`src/rtl/otn_frame_receiver.sv`:
```
// Far-end OTN frame receiver: UART line deserialiser, FAS lock, CRC-8 check,
// payload buffer drained over valid/ready, and a serial ACK/NAK reply line.
module otn_frame_receiver #(
  parameter int unsigned PYLD_LEN = 16,
  parameter logic [7:0]  FAS0     = 8'hF6,
  parameter logic [7:0]  FAS1     = 8'h28,
  parameter logic [7:0]  CRC_POLY = 8'h07,
  parameter logic [7:0]  ACK_BYTE = 8'h06,
  parameter logic [7:0]  NAK_BYTE = 8'h15
) (
  input  logic       i_clk,
  input  logic       i_rst,
  input  logic       i_clk_en_16x,
  input  logic       i_otn_rx_data,
  output logic       o_otn_tx_ack,
  input  logic       i_arq_en,
  output logic [7:0] o_pyld_data,
  output logic       o_pyld_data_valid,
  input  logic       i_pyld_data_ready,
  output logic [7:0] o_crc_val,
  output logic       o_crc_err,
  output logic       o_overrun,
  output logic [2:0] o_frame_state
);

  localparam int unsigned PTR_W = (PYLD_LEN > 1) ? $clog2(PYLD_LEN) : 1;
  localparam logic [PTR_W-1:0] LAST_IDX = PTR_W'(PYLD_LEN - 1);

  typedef enum logic [1:0] {RX_IDLE, RX_START, RX_DATA, RX_STOP} rx_state_t;
  typedef enum logic [2:0] {
    ST_HUNT  = 3'd0,
    ST_FAS   = 3'd1,
    ST_PYLD  = 3'd2,
    ST_CRC   = 3'd3,
    ST_DRAIN = 3'd4
  } frame_state_t;

  // MSB-first CRC-8 over one byte, init/final handled by the caller
  function automatic logic [7:0] crc8_byte(input logic [7:0] crc_in, input logic [7:0] data);
    logic [7:0] c;
    c = crc_in;
    for (int i = 7; i >= 0; i--) begin
      if (c[7] ^ data[i]) c = {c[6:0], 1'b0} ^ CRC_POLY;
      else                c = {c[6:0], 1'b0};
    end
    return c;
  endfunction

  // ---------------- line receiver ----------------
  rx_state_t    rx_state, rx_state_nxt;
  logic         rx_s1, rx_s2, rx_s3;
  logic [3:0]   rx_tick;
  logic [2:0]   rx_bit;
  logic [7:0]   rx_shift;
  logic         rx_mid_c;
  logic         byte_stb;
  logic         frame_err;
  logic [7:0]   byte_data;

  // Start bit is re-checked at its middle (8 ticks), data/stop every 16 ticks
  assign rx_mid_c = i_clk_en_16x && (rx_tick == ((rx_state == RX_START) ? 4'd7 : 4'd15));

  always_ff @(posedge i_clk) begin
    if (i_rst) begin
      rx_s1    <= 1'b1;
      rx_s2    <= 1'b1;
      rx_s3    <= 1'b1;
      rx_state <= RX_IDLE;
    end else begin
      rx_s1    <= i_otn_rx_data;
      rx_s2    <= rx_s1;
      rx_s3    <= rx_s2;
      rx_state <= rx_state_nxt;
    end
  end

  always_comb begin
    rx_state_nxt = rx_state;
    unique case (rx_state)
      RX_IDLE:  if (!rx_s2 && rx_s3) rx_state_nxt = RX_START;
      RX_START: if (rx_mid_c) rx_state_nxt = rx_s2 ? RX_IDLE : RX_DATA;
      RX_DATA:  if (rx_mid_c && rx_bit == 3'd7) rx_state_nxt = RX_STOP;
      RX_STOP:  if (rx_mid_c) rx_state_nxt = RX_IDLE;
      default:  rx_state_nxt = RX_IDLE;
    endcase
  end

  always_ff @(posedge i_clk) begin
    if (i_rst) begin
      rx_tick   <= '0;
      rx_bit    <= '0;
      rx_shift  <= '0;
      byte_stb  <= 1'b0;
      frame_err <= 1'b0;
      byte_data <= '0;
    end else begin
      byte_stb  <= 1'b0;
      frame_err <= 1'b0;
      if (rx_state == RX_IDLE || rx_mid_c) rx_tick <= '0;
      else if (i_clk_en_16x)               rx_tick <= rx_tick + 4'd1;
      if (rx_state == RX_START) rx_bit <= '0;
      if (rx_state == RX_DATA && rx_mid_c) begin
        rx_shift <= {rx_s2, rx_shift[7:1]};
        rx_bit   <= rx_bit + 3'd1;
      end
      if (rx_state == RX_STOP && rx_mid_c) begin
        byte_data <= rx_shift;
        if (rx_s2) byte_stb  <= 1'b1;
        else       frame_err <= 1'b1;
      end
    end
  end

  // ---------------- frame FSM ----------------
  frame_state_t     state, state_nxt;
  logic [7:0]       pyld_mem [PYLD_LEN];
  logic [PTR_W-1:0] wr_ptr;
  logic [PTR_W-1:0] rd_ptr;
  logic [PTR_W-1:0] rd_nxt_c;
  logic [7:0]       crc_reg;
  logic             buf_we_c;
  logic             crc_clr_c;
  logic             crc_chk_c;
  logic             tx_req_c;
  logic [7:0]       tx_byte_c;

  assign o_frame_state = state;
  assign rd_nxt_c      = rd_ptr + PTR_W'(1);

  always_ff @(posedge i_clk) begin
    if (i_rst) state <= ST_HUNT;
    else       state <= state_nxt;
  end

  always_comb begin
    state_nxt = state;
    buf_we_c  = 1'b0;
    crc_clr_c = 1'b0;
    crc_chk_c = 1'b0;
    tx_req_c  = 1'b0;
    tx_byte_c = ACK_BYTE;
    unique case (state)
      ST_HUNT: if (byte_stb && byte_data == FAS0) state_nxt = ST_FAS;
      ST_FAS: if (byte_stb) begin
        if (byte_data == FAS1) begin
          state_nxt = ST_PYLD;
          crc_clr_c = 1'b1;
        end else if (byte_data != FAS0) begin
          state_nxt = ST_HUNT;
        end
      end
      ST_PYLD: if (byte_stb) begin
        buf_we_c = 1'b1;
        if (wr_ptr == LAST_IDX) state_nxt = ST_CRC;
      end
      ST_CRC: if (byte_stb) begin
        crc_chk_c = 1'b1;
        if (i_arq_en) begin
          tx_req_c = 1'b1;
          if (byte_data == crc_reg) begin
            state_nxt = ST_DRAIN;
          end else begin
            tx_byte_c = NAK_BYTE;
            state_nxt = ST_HUNT;
          end
        end else begin
          state_nxt = ST_DRAIN;
        end
      end
      ST_DRAIN: if (o_pyld_data_valid && i_pyld_data_ready && rd_ptr == LAST_IDX) state_nxt = ST_HUNT;
      default: state_nxt = ST_HUNT;
    endcase
    // A buffered good frame is still delivered if the line glitches while draining
    if (frame_err && state != ST_DRAIN) state_nxt = ST_HUNT;
  end

  always_ff @(posedge i_clk) begin
    if (buf_we_c) pyld_mem[wr_ptr] <= byte_data;
  end

  always_ff @(posedge i_clk) begin
    if (i_rst) begin
      crc_reg           <= '0;
      wr_ptr            <= '0;
      rd_ptr            <= '0;
      o_crc_val         <= '0;
      o_crc_err         <= 1'b0;
      o_overrun         <= 1'b0;
      o_pyld_data       <= '0;
      o_pyld_data_valid <= 1'b0;
    end else begin
      o_crc_err <= 1'b0;
      if (crc_clr_c) begin
        crc_reg <= '0;
        wr_ptr  <= '0;
      end
      if (buf_we_c) begin
        crc_reg <= crc8_byte(crc_reg, byte_data);
        wr_ptr  <= wr_ptr + PTR_W'(1);
      end
      if (crc_chk_c) begin
        o_crc_val <= crc_reg;
        o_crc_err <= (byte_data != crc_reg);
        rd_ptr    <= '0;
      end
      if (state == ST_DRAIN) begin
        if (byte_stb) o_overrun <= 1'b1;
        if (!o_pyld_data_valid) begin
          o_pyld_data_valid <= 1'b1;
          o_pyld_data       <= pyld_mem[rd_ptr];
        end else if (i_pyld_data_ready) begin
          if (rd_ptr == LAST_IDX) begin
            o_pyld_data_valid <= 1'b0;
          end else begin
            rd_ptr      <= rd_nxt_c;
            o_pyld_data <= pyld_mem[rd_nxt_c];
          end
        end
      end
    end
  end

  // ---------------- reply transmitter ----------------
  logic       tx_busy;
  logic [8:0] tx_shift;
  logic [3:0] tx_tick;
  logic [3:0] tx_bit;

  always_ff @(posedge i_clk) begin
    if (i_rst) begin
      tx_busy      <= 1'b0;
      tx_shift     <= '0;
      tx_tick      <= '0;
      tx_bit       <= '0;
      o_otn_tx_ack <= 1'b1;
    end else if (!tx_busy) begin
      if (tx_req_c) begin
        tx_busy      <= 1'b1;
        tx_shift     <= {1'b1, tx_byte_c};
        tx_tick      <= '0;
        tx_bit       <= '0;
        o_otn_tx_ack <= 1'b0;
      end
    end else if (i_clk_en_16x) begin
      if (tx_tick == 4'd15) begin
        tx_tick <= '0;
        if (tx_bit == 4'd9) begin
          tx_busy      <= 1'b0;
          o_otn_tx_ack <= 1'b1;
        end else begin
          o_otn_tx_ack <= tx_shift[0];
          tx_shift     <= {1'b1, tx_shift[8:1]};
          tx_bit       <= tx_bit + 4'd1;
        end
      end else begin
        tx_tick <= tx_tick + 4'd1;
      end
    end
  end

endmodule
```
`config.mk`:
```
export PLATFORM = sky130hd
export DESIGN_NAME = otn_frame_receiver
export DESIGN_NICKNAME = d
export VERILOG_FILES = /design/src/rtl/otn_frame_receiver.sv
export SDC_FILE = /design/constraint.sdc
export NUM_CORES = 1
export LEC_CHECK = 0
export BUFFER_PORTS_ARGS = -buffer_cell sky130_fd_sc_hd__buf_2
export CORE_AREA = 10 10 195 197
export CTS_CLUSTER_SIZE = 25
export DETAILED_ROUTE_END_ITERATION = 8
export DIE_AREA = 0 0 205 207
export MAX_ROUTING_LAYER = met4
export PLACE_DENSITY = 0.52
export SETUP_SLACK_MARGIN = 0.1
export SYNTH_ARGS = -nofsm -noshare
export SYNTH_HDL_FRONTEND = slang
export SYNTH_SLANG_ARGS = --single-unit
```
`constraint.sdc`:
```
create_clock -name i_clk -period 3.4 [get_ports i_clk]
set_input_delay 0.34 -clock i_clk [delete_from_list [all_inputs] [get_ports i_clk]]
set_output_delay 0.34 -clock i_clk [all_outputs]
set_load 0.1 [all_outputs]
```
# After elaboration in Yosys (flattened, before gate mapping)
# Memories as Yosys holds them, arrays and structs flattened. A register that Yosys moved wholly into a read port is not among the register bits.
# Cells that the tools add are included.
# totals
reg_bits	87
mem_bits_rw	128
in_bits	6
output_inout_bits	23
wordCells	209
mem_count	1
# op_classes
addsub	6
n_eq_ne	35
muxes	98
n_bitwise	18
reduce_logical	27
# mem_list
memory	depth	width	read_ports	rd_ports_with_merged_regs	write_ports	line_no	text
pyld_mem	16	8	2	1	1	116	logic [7:0] pyld_mem [PYLD_LEN];
# ops
cell	count
8-bit two-way mux	19
4-bit two-way mux	17
3-bit two-way mux	20
9-bit two-way mux	5
1-bit two-way mux	26
2-bit inequality test (second input constant)	13
3-bit inverter	8
4-bit by 1-bit adder with 4-bit output (second input constant)	5
5-bit two-way mux	4
4-bit equality test (second input constant)	4
3-bit one-hot mux with 5 select lines	1
2-bit two-way mux	5
1-bit logical AND	9
8-bit by 6-bit equality test with 1-bit output (second input constant)	1
8-bit equality test	1
8-bit equality test (second input constant)	1
8-bit inequality test	1
8-bit inequality test (second input constant)	1
2-bit one-hot mux with 4 select lines	1
4-bit AND reduction	2
2-bit OR reduction	4
1-bit bitwise XOR	8
7-bit AND reduction	1
3-bit by 2-bit equality test with 1-bit output (second input constant)	2
16 further kinds	25

# Depth between registers and ports, before layout
# Gate-level depths: netlist of the first run.
# logic_depth
word_depth	31
depth_mapped	9
mapped_depth_nobuf	8

# Worst setup path after synthesis of the first run
# Ideal clock, no wire load.
# synth_path
path_kind	register to register
startpoint	reg state[1], in the netlist o_frame_state[1]
endpoint	mem pyld_mem[1][0], enable pin
t_arrival_ns	2.618
required_ns	3.017
slack_ns	0.399
stages_incl_launch_ff	5
period_less_slack_ns	3.001
cell_sequence	dfxtp_1 -> nor4b_1 -> buf_2 -> nand2_1 -> nor3_1
# synth_via
elab_chain_cells	4
# synth_lines
element	line_no	text
start, declared	115	frame_state_t state, state_nxt;
start signal, assigned	132	else state <= state_nxt;
3-bit by 2-bit equality test with 1-bit output	142	unique case (state)
1-bit two-way mux	142	
1-bit two-way mux	178	if (buf_we_c) pyld_mem[wr_ptr] <= byte_data;
1-bit two-way mux (not written as such)	178	
end, declared	116	
# No other way between the ends.

# Worst setup path after layout of the first run
# layout_path
startpoint	reg state[2], in the netlist o_frame_state[2]
endpoint	reg o_pyld_data[3]
# layout_via
elab_chain_cells	2
# layout_lines
element	line_no	text
3-bit equality test	206	if (state == ST_DRAIN) begin
3-bit AND reduction (no source line)	n/a	
end signal, assigned	210	o_pyld_data <= pyld_mem[rd_ptr];
end signal, assigned	216	o_pyld_data <= pyld_mem[rd_nxt_c];
end, declared	17	output logic [7:0] o_pyld_data,
# No other way between the ends.
# A chain may end at the register's enable or synchronous reset.

==> results.rst, run 1 <==
.. list-table::
   :header-rows: 1

   * - Metric
     - Value
   * - Wirelength per Cell
     - 19.1 µm
   * - Final worst-path cycle share
     - 78.5%
   * - Syn_nets
     - about 800
   * - Routability Congestion
     - between 0.8 and 0.9
   * - Synthesis-to-finish area growth
     - 14.7%
   * - Number of iterations in the first detailed-routing pass
     - 5
   * - Top achievable clock speed
     - 375 MHz
   * - Leakage power
     - 3.41 nW
   * - Clk Latency, worst-skew pair
     - around 0.52 ns
   * - Antenna violations before repair
     - 0
   * - Number of vias per cell
     - a little over 5
   * - Cells on Worst Hold Path
     - 3
   * - Final number of hold-violating endpoints
     - 0
   * - Result of the run
     - completed
   * - CTS tree
     - done
   * - Wire length reported by the detailed router
     - 25.0 mm
   * - WP data arrival
     - ~3 ns
   * - Total congestion overflow after global routing
     - 0
   * - Count of unresolved DRC violations after routing
     - 0
   * - Unique cell type count in the Yosys netlist
     - 69
   * - Number of antenna-violating nets in the routed design
     - 0
   * - Total power density per cell area
     - around 450 nW/µm²
   * - Leading registers by flop count
     - pyld_mem (128), tx_shift (9)
   * - Cells on worst reg2reg path
     - 5
   * - Primary flip-flop cell chosen by synthesis mapping
     - sky130_fd_sc_hd__edfxtp_1
   * - Bufs on Longest Clock Path
     - 3
   * - Sum of net half-perimeters after detailed placement
     - 16.9 mm
   * - Area of the mapped netlist
     - roughly 10000 µm²
   * - Count of final setup violators
     - 0
   * - Warnings, synthesis
     - 0
   * - Register with the highest flop count
     - pyld_mem
   * - Initial core utilization
     - ~30%
   * - Final-layout fill cell count
     - 3373
   * - Launch point of the worst hold path
     - i_arq_en
   * - Number of design-rule violations left by the first detailed-router iteration
     - ~410
   * - Layout Nets
     - 862
   * - Die area
     - approximately 42000 µm²
   * - Core region area
     - roughly 34000 µm²
   * - Count of inserted antenna diode cells
     - 0
   * - Sw power
     - ~1.0 mW
   * - Syn Area/Cell
     - 12.6 µm²
   * - Part of the Yosys area used for sequential elements
     - 55.4%
   * - Clock root buffer
     - sky130_fd_sc_hd__clkbuf_16
   * - Largest fanout on the critical path
     - 13
   * - Share of final-layout standard cells stronger than drive strength 1
     - 19.5%
   * - Worst setup EP type
     - flip-flop
   * - Worst voltage drop across the vdd grid
     - between 0.3 and 0.4 mV
   * - Switching fraction of total power
     - 20.2%
   * - Top-level I/O count
     - 29
   * - Min Tclk post-route
     - ~2.7 ns
   * - Worst hold-check path type
     - in2reg
   * - Relative slew margins
     - between 30% and 40%
   * - Placement-stage cell area
     - 10800 µm²
   * - Maximum Capacitance Violations
     - 0
   * - Async set or reset register ratio after synthesis
     - 0%
   * - FF/Latch Area
     - between 5000 and 6000 µm²
   * - Number of slew-limit violations in the final report
     - 0
   * - Largest register FFs
     - between 100 and 150
   * - Total via count after detailed routing
     - 6636
   * - CTS Buf Count
     - 23
   * - Unrepaired setup endpoints after global routing
     - false
   * - Minimum setup slack among reg-to-reg paths
     - 0.73 ns
   * - Clock group share of total power
     - between 40% and 50%
   * - Via count of the first global-routing pass
     - around 6500
   * - Clock transition at the register clock pins on the worst setup and hold paths after CTS
     - 0.06 ns
   * - Startpoint of the worst-slack reg-to-reg timing path
     - o_frame_state[2]
   * - Combinational group share of total power
     - less than 1%
   * - Maximum number of pins on one net before global-route repair
     - between 50 and 60
   * - Hold path endpoint
     - tx_busy
   * - Yosys reg bits
     - between 200 and 250
   * - Number of flops mapped to enable cells by yosys
     - roughly 130
   * - Required time reported for the critical path endpoint
     - ~3.8 ns
   * - Final design instance area without fill
     - between 10000 and 15000 µm²
   * - Worst-case clock skew
     - roughly 0.019 ns
   * - Global-route usage over all layers
     - between 10% and 20%
   * - Wire length of the first global-routing pass
     - 38.7 mm
   * - Sequential share of power
     - ~53%
   * - Worst flop-to-flop path endpoint
     - o_pyld_data[3]
   * - Clk sinks
     - roughly 220
   * - Setup TNS
     - 0 ns
   * - Worst slack at placement
     - roughly 0.75 ns
   * - H-Tree Level Count
     - 1
   * - Startpoint types
     - flip-flop
   * - Post-synthesis instance total
     - about 800
   * - Count of input and output buffers
     - 28
   * - Type of the worst setup path
     - reg2reg
   * - Die outline height
     - between 200 and 250 µm
   * - Number of core rows
     - approximately 70
   * - Combined area of the multi-input logic cells
     - 4200 µm²
   * - Transition time at the pin with the least slew margin
     - 0.901 ns
   * - Setup slack after layout
     - ~0.73 ns
   * - Power Internal
     - roughly 4.1 mW
   * - Die extent in x
     - roughly 210 µm
==> cell usage in the layout (no fill, tap or decap), types with 23 or more instances in the layout <==
cell | Yosys | layout
sky130_fd_sc_hd__buf_4 | 7 | 35
sky130_fd_sc_hd__mux2i_1 | 48 | 48
sky130_fd_sc_hd__a21oi_1 | 34 | 34
sky130_fd_sc_hd__nor2_1 | 81 | 81
sky130_fd_sc_hd__o21ai_0 | 23 | 23
sky130_fd_sc_hd__dfxtp_1 | 87 | 86
sky130_fd_sc_hd__mux4_2 | 49 | 49
sky130_fd_sc_hd__buf_2 | 14 | 28
sky130_fd_sc_hd__nand2_1 | 60 | 60
sky130_fd_sc_hd__clkbuf_16 | 0 | 23
sky130_fd_sc_hd__edfxtp_1 | 128 | 128
==> through the flow <==
stage	util, %	total power [mW]	hold slack [ns]	cells
finish	33.9	5.17	0.173	1313
global route	33.9	5.35	0.189	1313
CTS	33.9	5.23	0.158	1313
detailed placement	31.8	2.82	0.402	1271
global placement	31.8	2.82	0.406	1271
floorplan	-	2.81	0.389	802
==> final cells by class <==
class / count / share of cell area, %
clock inverter: 16 / 1.16
multi-input combinational: 522 / 36.3
clock buffer: 25 / 5.04
sequential: 215 / 48.3
inverter: 15 / 0.487
tap: 455 / 4.92
timing repair buffer: 65 / 3.74
==> kinds of logic after synthesis <==
kind of cell             synth area share (%)
AND/OR/NAND/NOR                          12.5
XOR/XNOR                                 2.76
flip-flops                               55.4
buffers and inverters                    3.15
multiplexers                             16.0
AO/OA/AOI/OAI                            8.44
adder cells (fa/ha/maj)                  1.74
==> worst max path at each step <==
stage / startpoint / end / slack (ns) / depth (start not counted)
after floorplan: o_frame_state[1] / pyld_mem[1][0] / 0.40 / 4
after global placement: o_frame_state[2] / o_pyld_data[3] / 0.73 / 5
after detailed placement: o_frame_state[2] / o_pyld_data[3] / 0.75 / 5
after CTS: o_frame_state[2] / o_pyld_data[3] / 0.72 / 5
after global routing: o_frame_state[2] / o_pyld_data[3] / 0.57 / 5
final: o_frame_state[2] / o_pyld_data[3] / 0.73 / 5
==> synthesized netlist by cell type (3+ instances only) <==
library cell	instances	area share (%)
sky130_fd_sc_hd__inv_1	14	0.52
sky130_fd_sc_hd__nand4b_1	3	0.26
sky130_fd_sc_hd__clkbuf_1	24	0.89
sky130_fd_sc_hd__xnor2_1	21	1.8
sky130_fd_sc_hd__mux4_2	49	11
sky130_fd_sc_hd__edfxtp_1	128	38
sky130_fd_sc_hd__a2111oi_0	5	0.43
sky130_fd_sc_hd__mux2_2	3	0.34
sky130_fd_sc_hd__or2_2	4	0.25
sky130_fd_sc_hd__buf_6	4	0.45
sky130_fd_sc_hd__and4b_1	3	0.30
sky130_fd_sc_hd__dfxtp_1	87	17
sky130_fd_sc_hd__a21oi_1	34	1.7
sky130_fd_sc_hd__mux2i_1	48	4.8
sky130_fd_sc_hd__nor2_1	81	3.0
sky130_fd_sc_hd__buf_4	7	0.52
sky130_fd_sc_hd__nand3_1	18	0.89
sky130_fd_sc_hd__nor3_1	17	0.84
sky130_fd_sc_hd__a221oi_1	9	0.78
sky130_fd_sc_hd__ha_1	14	1.7
sky130_fd_sc_hd__xor2_1	7	0.61
sky130_fd_sc_hd__a31oi_1	11	0.68
sky130_fd_sc_hd__nand2b_1	6	0.37
sky130_fd_sc_hd__nor2b_1	12	0.74
sky130_fd_sc_hd__and3_1	8	0.50
sky130_fd_sc_hd__a22oi_1	11	0.82
sky130_fd_sc_hd__o21ai_0	23	1.1
sky130_fd_sc_hd__a211oi_1	10	0.74
sky130_fd_sc_hd__and2_1	5	0.31
sky130_fd_sc_hd__nand2_1	60	2.2
sky130_fd_sc_hd__buf_2	14	0.69
sky130_fd_sc_hd__nor3b_1	3	0.22
sky130_fd_sc_hd__or3_1	3	0.19
sky130_fd_sc_hd__nand4_1	12	0.74
sky130_fd_sc_hd__o21a_1	3	0.22
==> routing by layer <==
| metal | routed length [µm] | track usage (%) | vias to the layer above |
|---|---|---|---|
| li1 | - | - | 3132 |
| met1 | 11300 | 16.1 | 3289 |
| met2 | 11500 | 17.9 | 176 |
| met3 | 1650 | 2.39 | 39 |
| met4 | 622 | 2.93 | 0 |
| met5 | 0 | - | - |
==> power by group through the flow <==
| stage | Combinational, mW | Clock (mW) | Sequential [mW] |
|---|---|---|---|
| final | 0.0326 | 2.40 | 2.73 |
| after CTS | 0.0335 | 2.47 | 2.73 |
| after detailed placement | 0.0324 | 0 | 2.79 |
| after global routing | 0.0368 | 2.58 | 2.73 |
| after floorplan | 0.0219 | 0 | 2.79 |
| after global placement | 0.0325 | 0 | 2.79 |
==> critical path, cell delays in order, from the launching register on <==
cell	delay (ns)
sky130_fd_sc_hd__dfxtp_1	0.60
sky130_fd_sc_hd__or3b_1	0.59
sky130_fd_sc_hd__or2_2	0.39
sky130_fd_sc_hd__a21oi_1	0.60
sky130_fd_sc_hd__a311o_1	0.30
sky130_fd_sc_hd__a311oi_2	0.05
==> timing repair <==
action                                 in CTS  in global routing
endpoints found under the hold margin       1                  0
resized for setup                           0                  0
hold buffers                                1                  0
buffers inserted                            0                  0
Note: power is estimated with default switching activity, not from simulation.
==> run 2, diff against run 1 <==
==> constraint.sdc (replaced) <==
create_clock -name i_clk -period 2.6 [get_ports i_clk]
set_input_delay 0.26 -clock i_clk [delete_from_list [all_inputs] [get_ports i_clk]]
set_output_delay 0.26 -clock i_clk [all_outputs]
set_load 0.1 [all_outputs]
==> results.rst, run 2 (synthesis results as in run 1) <==
.. list-table::
   :header-rows: 1

   * - Metric
     - Value
   * - Final-layout fill cell count
     - ~3400
   * - Result of the run
     - completed
   * - Number of design-rule violations left by the first detailed-router iteration
     - a little under 400
   * - Combinational group share of total power
     - less than 1%
   * - Wire length reported by the detailed router
     - 25.4 mm
   * - Total congestion overflow after global routing
     - 0
   * - Top-level I/O count
     - 29
   * - Number of post-CTS setup repair buffers
     - 0
   * - Maximum number of pins on one net before global-route repair
     - 84
   * - Number of antenna-violating nets in the routed design
     - 0
   * - CTS Buf Count
     - 25
   * - Worst slack at placement
     - roughly 0.39 ns
   * - Total Power Consumption
     - between 6 and 7 mW
   * - Routability Congestion
     - between 0.7 and 0.8
   * - Synthesis-to-finish area growth
     - 16.6%
   * - Unrepaired setup endpoints after global routing
     - false
   * - Cells on Worst Hold Path
     - 3
   * - Number of core rows
     - 68
   * - Maximum Capacitance Violations
     - 0
   * - Share of final-layout standard cells stronger than drive strength 1
     - 21.5%
   * - Leakage power
     - approximately 3.6 nW
   * - Clk Latency, worst-skew pair
     - around 0.51 ns
   * - Die area
     - between 40000 and 50000 µm²
   * - Count of input and output buffers
     - 28
   * - Number of vias per cell
     - between 5 and 6
   * - Relative slew margins
     - roughly half
   * - Wire length of the first global-routing pass
     - between 30 and 40 mm
   * - Top achievable clock speed
     - around 440 MHz
   * - Largest fanout on the critical path
     - 8
   * - Count of inserted antenna diode cells
     - 0
   * - Setup TNS
     - 0 ns
   * - Die extent in x
     - between 200 and 250 µm
   * - Number of slew-limit violations in the final report
     - 0
   * - Worst-case clock skew
     - ~0.013 ns
   * - Required time reported for the critical path endpoint
     - 2.99 ns
   * - Resized Gates After CTS
     - 0
   * - Initial core utilization
     - 29.6%
   * - Largest stage delay on the critical path
     - 0.61 ns
   * - Cells on worst reg2reg path
     - 5
   * - Minimum setup slack among reg-to-reg paths
     - between 0.3 and 0.4 ns
   * - Clock group share of total power
     - approximately 47%
   * - Sequence of cells on the critical path
     - nand2_1 > or2_2 > a21oi_1 > a311o_1 > a311oi_2
   * - Clock root buffer
     - sky130_fd_sc_hd__clkbuf_16
   * - Worst hold-check path type
     - in2reg
   * - Transition time at the pin with the least slew margin
     - about 0.76 ns
   * - H-Tree Level Count
     - 1
   * - Min Tclk post-route
     - about 2.3 ns
   * - Worst flop-to-flop path endpoint
     - o_pyld_data[3]
   * - Switching fraction of total power
     - between 20 and 25%
   * - Number of iterations in the first detailed-routing pass
     - 5
   * - Startpoint of the worst-slack reg-to-reg timing path
     - o_pyld_data_valid
   * - Count of final setup violators
     - 0
   * - Register with the highest flop count
     - pyld_mem
   * - Sum of net half-perimeters after detailed placement
     - ~17 mm
   * - Most frequent cells in the layout
     - sky130_fd_sc_hd__edfxtp_1, sky130_fd_sc_hd__dfxtp_1, sky130_fd_sc_hd__nor2_1, sky130_fd_sc_hd__nand2_1, sky130_fd_sc_hd__buf_4
   * - Leading registers by flop count
     - pyld_mem (128), tx_shift (9)
   * - Final worst-path cycle share
     - 86.7%
   * - Setup slack after layout
     - between 0.3 and 0.4 ns
   * - Antenna violations before repair
     - 0
   * - Wirelength per Cell
     - around 19 µm
   * - Hold path endpoint
     - tx_busy
   * - Most common library cell in the layout ignoring fill and taps
     - sky130_fd_sc_hd__edfxtp_1
   * - Largest register FFs
     - roughly 130
   * - Type of the worst setup path
     - reg2reg
   * - Clock transition at the register clock pins on the worst setup and hold paths after CTS
     - around 0.060 ns
   * - Worst voltage drop across the vdd grid
     - 0.406 mV
   * - Sw power
     - 1.37 mW
   * - Sequential share of power
     - 52.2%
   * - Total via count after detailed routing
     - between 6000 and 7000
   * - Final number of hold-violating endpoints
     - 0
   * - Total power density per cell area
     - slightly below 600 nW/µm²
   * - Core region area
     - roughly 34000 µm²
   * - Power Internal
     - around 5.5 mW
   * - Layout Nets
     - a little under 900
   * - Global-route usage over all layers
     - ~12%
   * - WP data arrival
     - around 2.6 ns
   * - Bufs on Longest Clock Path
     - 3
   * - Via count of the first global-routing pass
     - ~6700
   * - Worst setup EP type
     - flip-flop
   * - Clk sinks
     - between 200 and 250
   * - Startpoint types
     - flip-flop
   * - Count of unresolved DRC violations after routing
     - 0
   * - Number of buffers inserted by hold repair at cts
     - 1
   * - Die outline height
     - 207 µm
   * - Critical-path top delay cell
     - sky130_fd_sc_hd__a21oi_1
   * - CTS tree
     - done
   * - Launch point of the worst hold path
     - i_arq_en
-- run 2: layout make-up --
cell class / count / area (µm²) / share of cell area [%]
Clock buffer: 34 / 669 / 5.69
Clock inverter: 11 / 73.8 / 0.628
Inverter: 15 / 56.3 / 0.479
Multi-Input combinational cell: 522 / 4220 / 35.9
Sequential cell: 215 / 5590 / 47.6
Tap cell: 455 / 569 / 4.84
Timing Repair Buffer: 83 / 581 / 4.94
-- run 2: through the flow --
step	instance area, µm²	instances	util, %	hold slack [ns]
floorplan	10100	802	-	0.364
global placement	11000	1289	32.3	0.398
detailed placement	11000	1289	32.3	0.397
CTS	11800	1335	34.5	0.0830
global route	11800	1335	34.5	0.111
finish	11800	1335	34.5	0.101
-- run 2: power groups by stage --
stage / combinational (mW) / sequential (mW) / clock [mW]
after global placement: 0.0449 / 3.65 / 0
after CTS: 0.0459 / 3.57 / 3.30
final: 0.0451 / 3.57 / 3.23
after global routing: 0.0495 / 3.57 / 3.44
after floorplan: 0.0286 / 3.64 / 0
after detailed placement: 0.0446 / 3.65 / 0
-- run 2: worst max-delay path by stage --
stage                                 start              to
final                     o_pyld_data_valid  o_pyld_data[3]
after global routing              rd_ptr[0]  o_pyld_data[1]
after CTS                         rd_ptr[0]  o_pyld_data[3]
after detailed placement          rd_ptr[0]  o_pyld_data[3]
after global placement    o_pyld_data_valid  o_pyld_data[3]
after floorplan           o_pyld_data_valid  o_pyld_data[3]
-- run 2: worst max-delay path: cells and delay by family (launching register included) --
kind	cells	cell delay, ns
simple gates	2	0.66
flops	1	0.49
compound gates	3	0.99
-- run 2: layer usage --
layer | GRT usage, % | up-vias | part of all wire (%)
met5 | - | - | 0
met4 | 2.02 | 0 | 1.4
met3 | 2.34 | 27 | 5.0
met2 | 18.6 | 153 | 47
met1 | 16.3 | 3342 | 46
li1 | - | 3179 | -
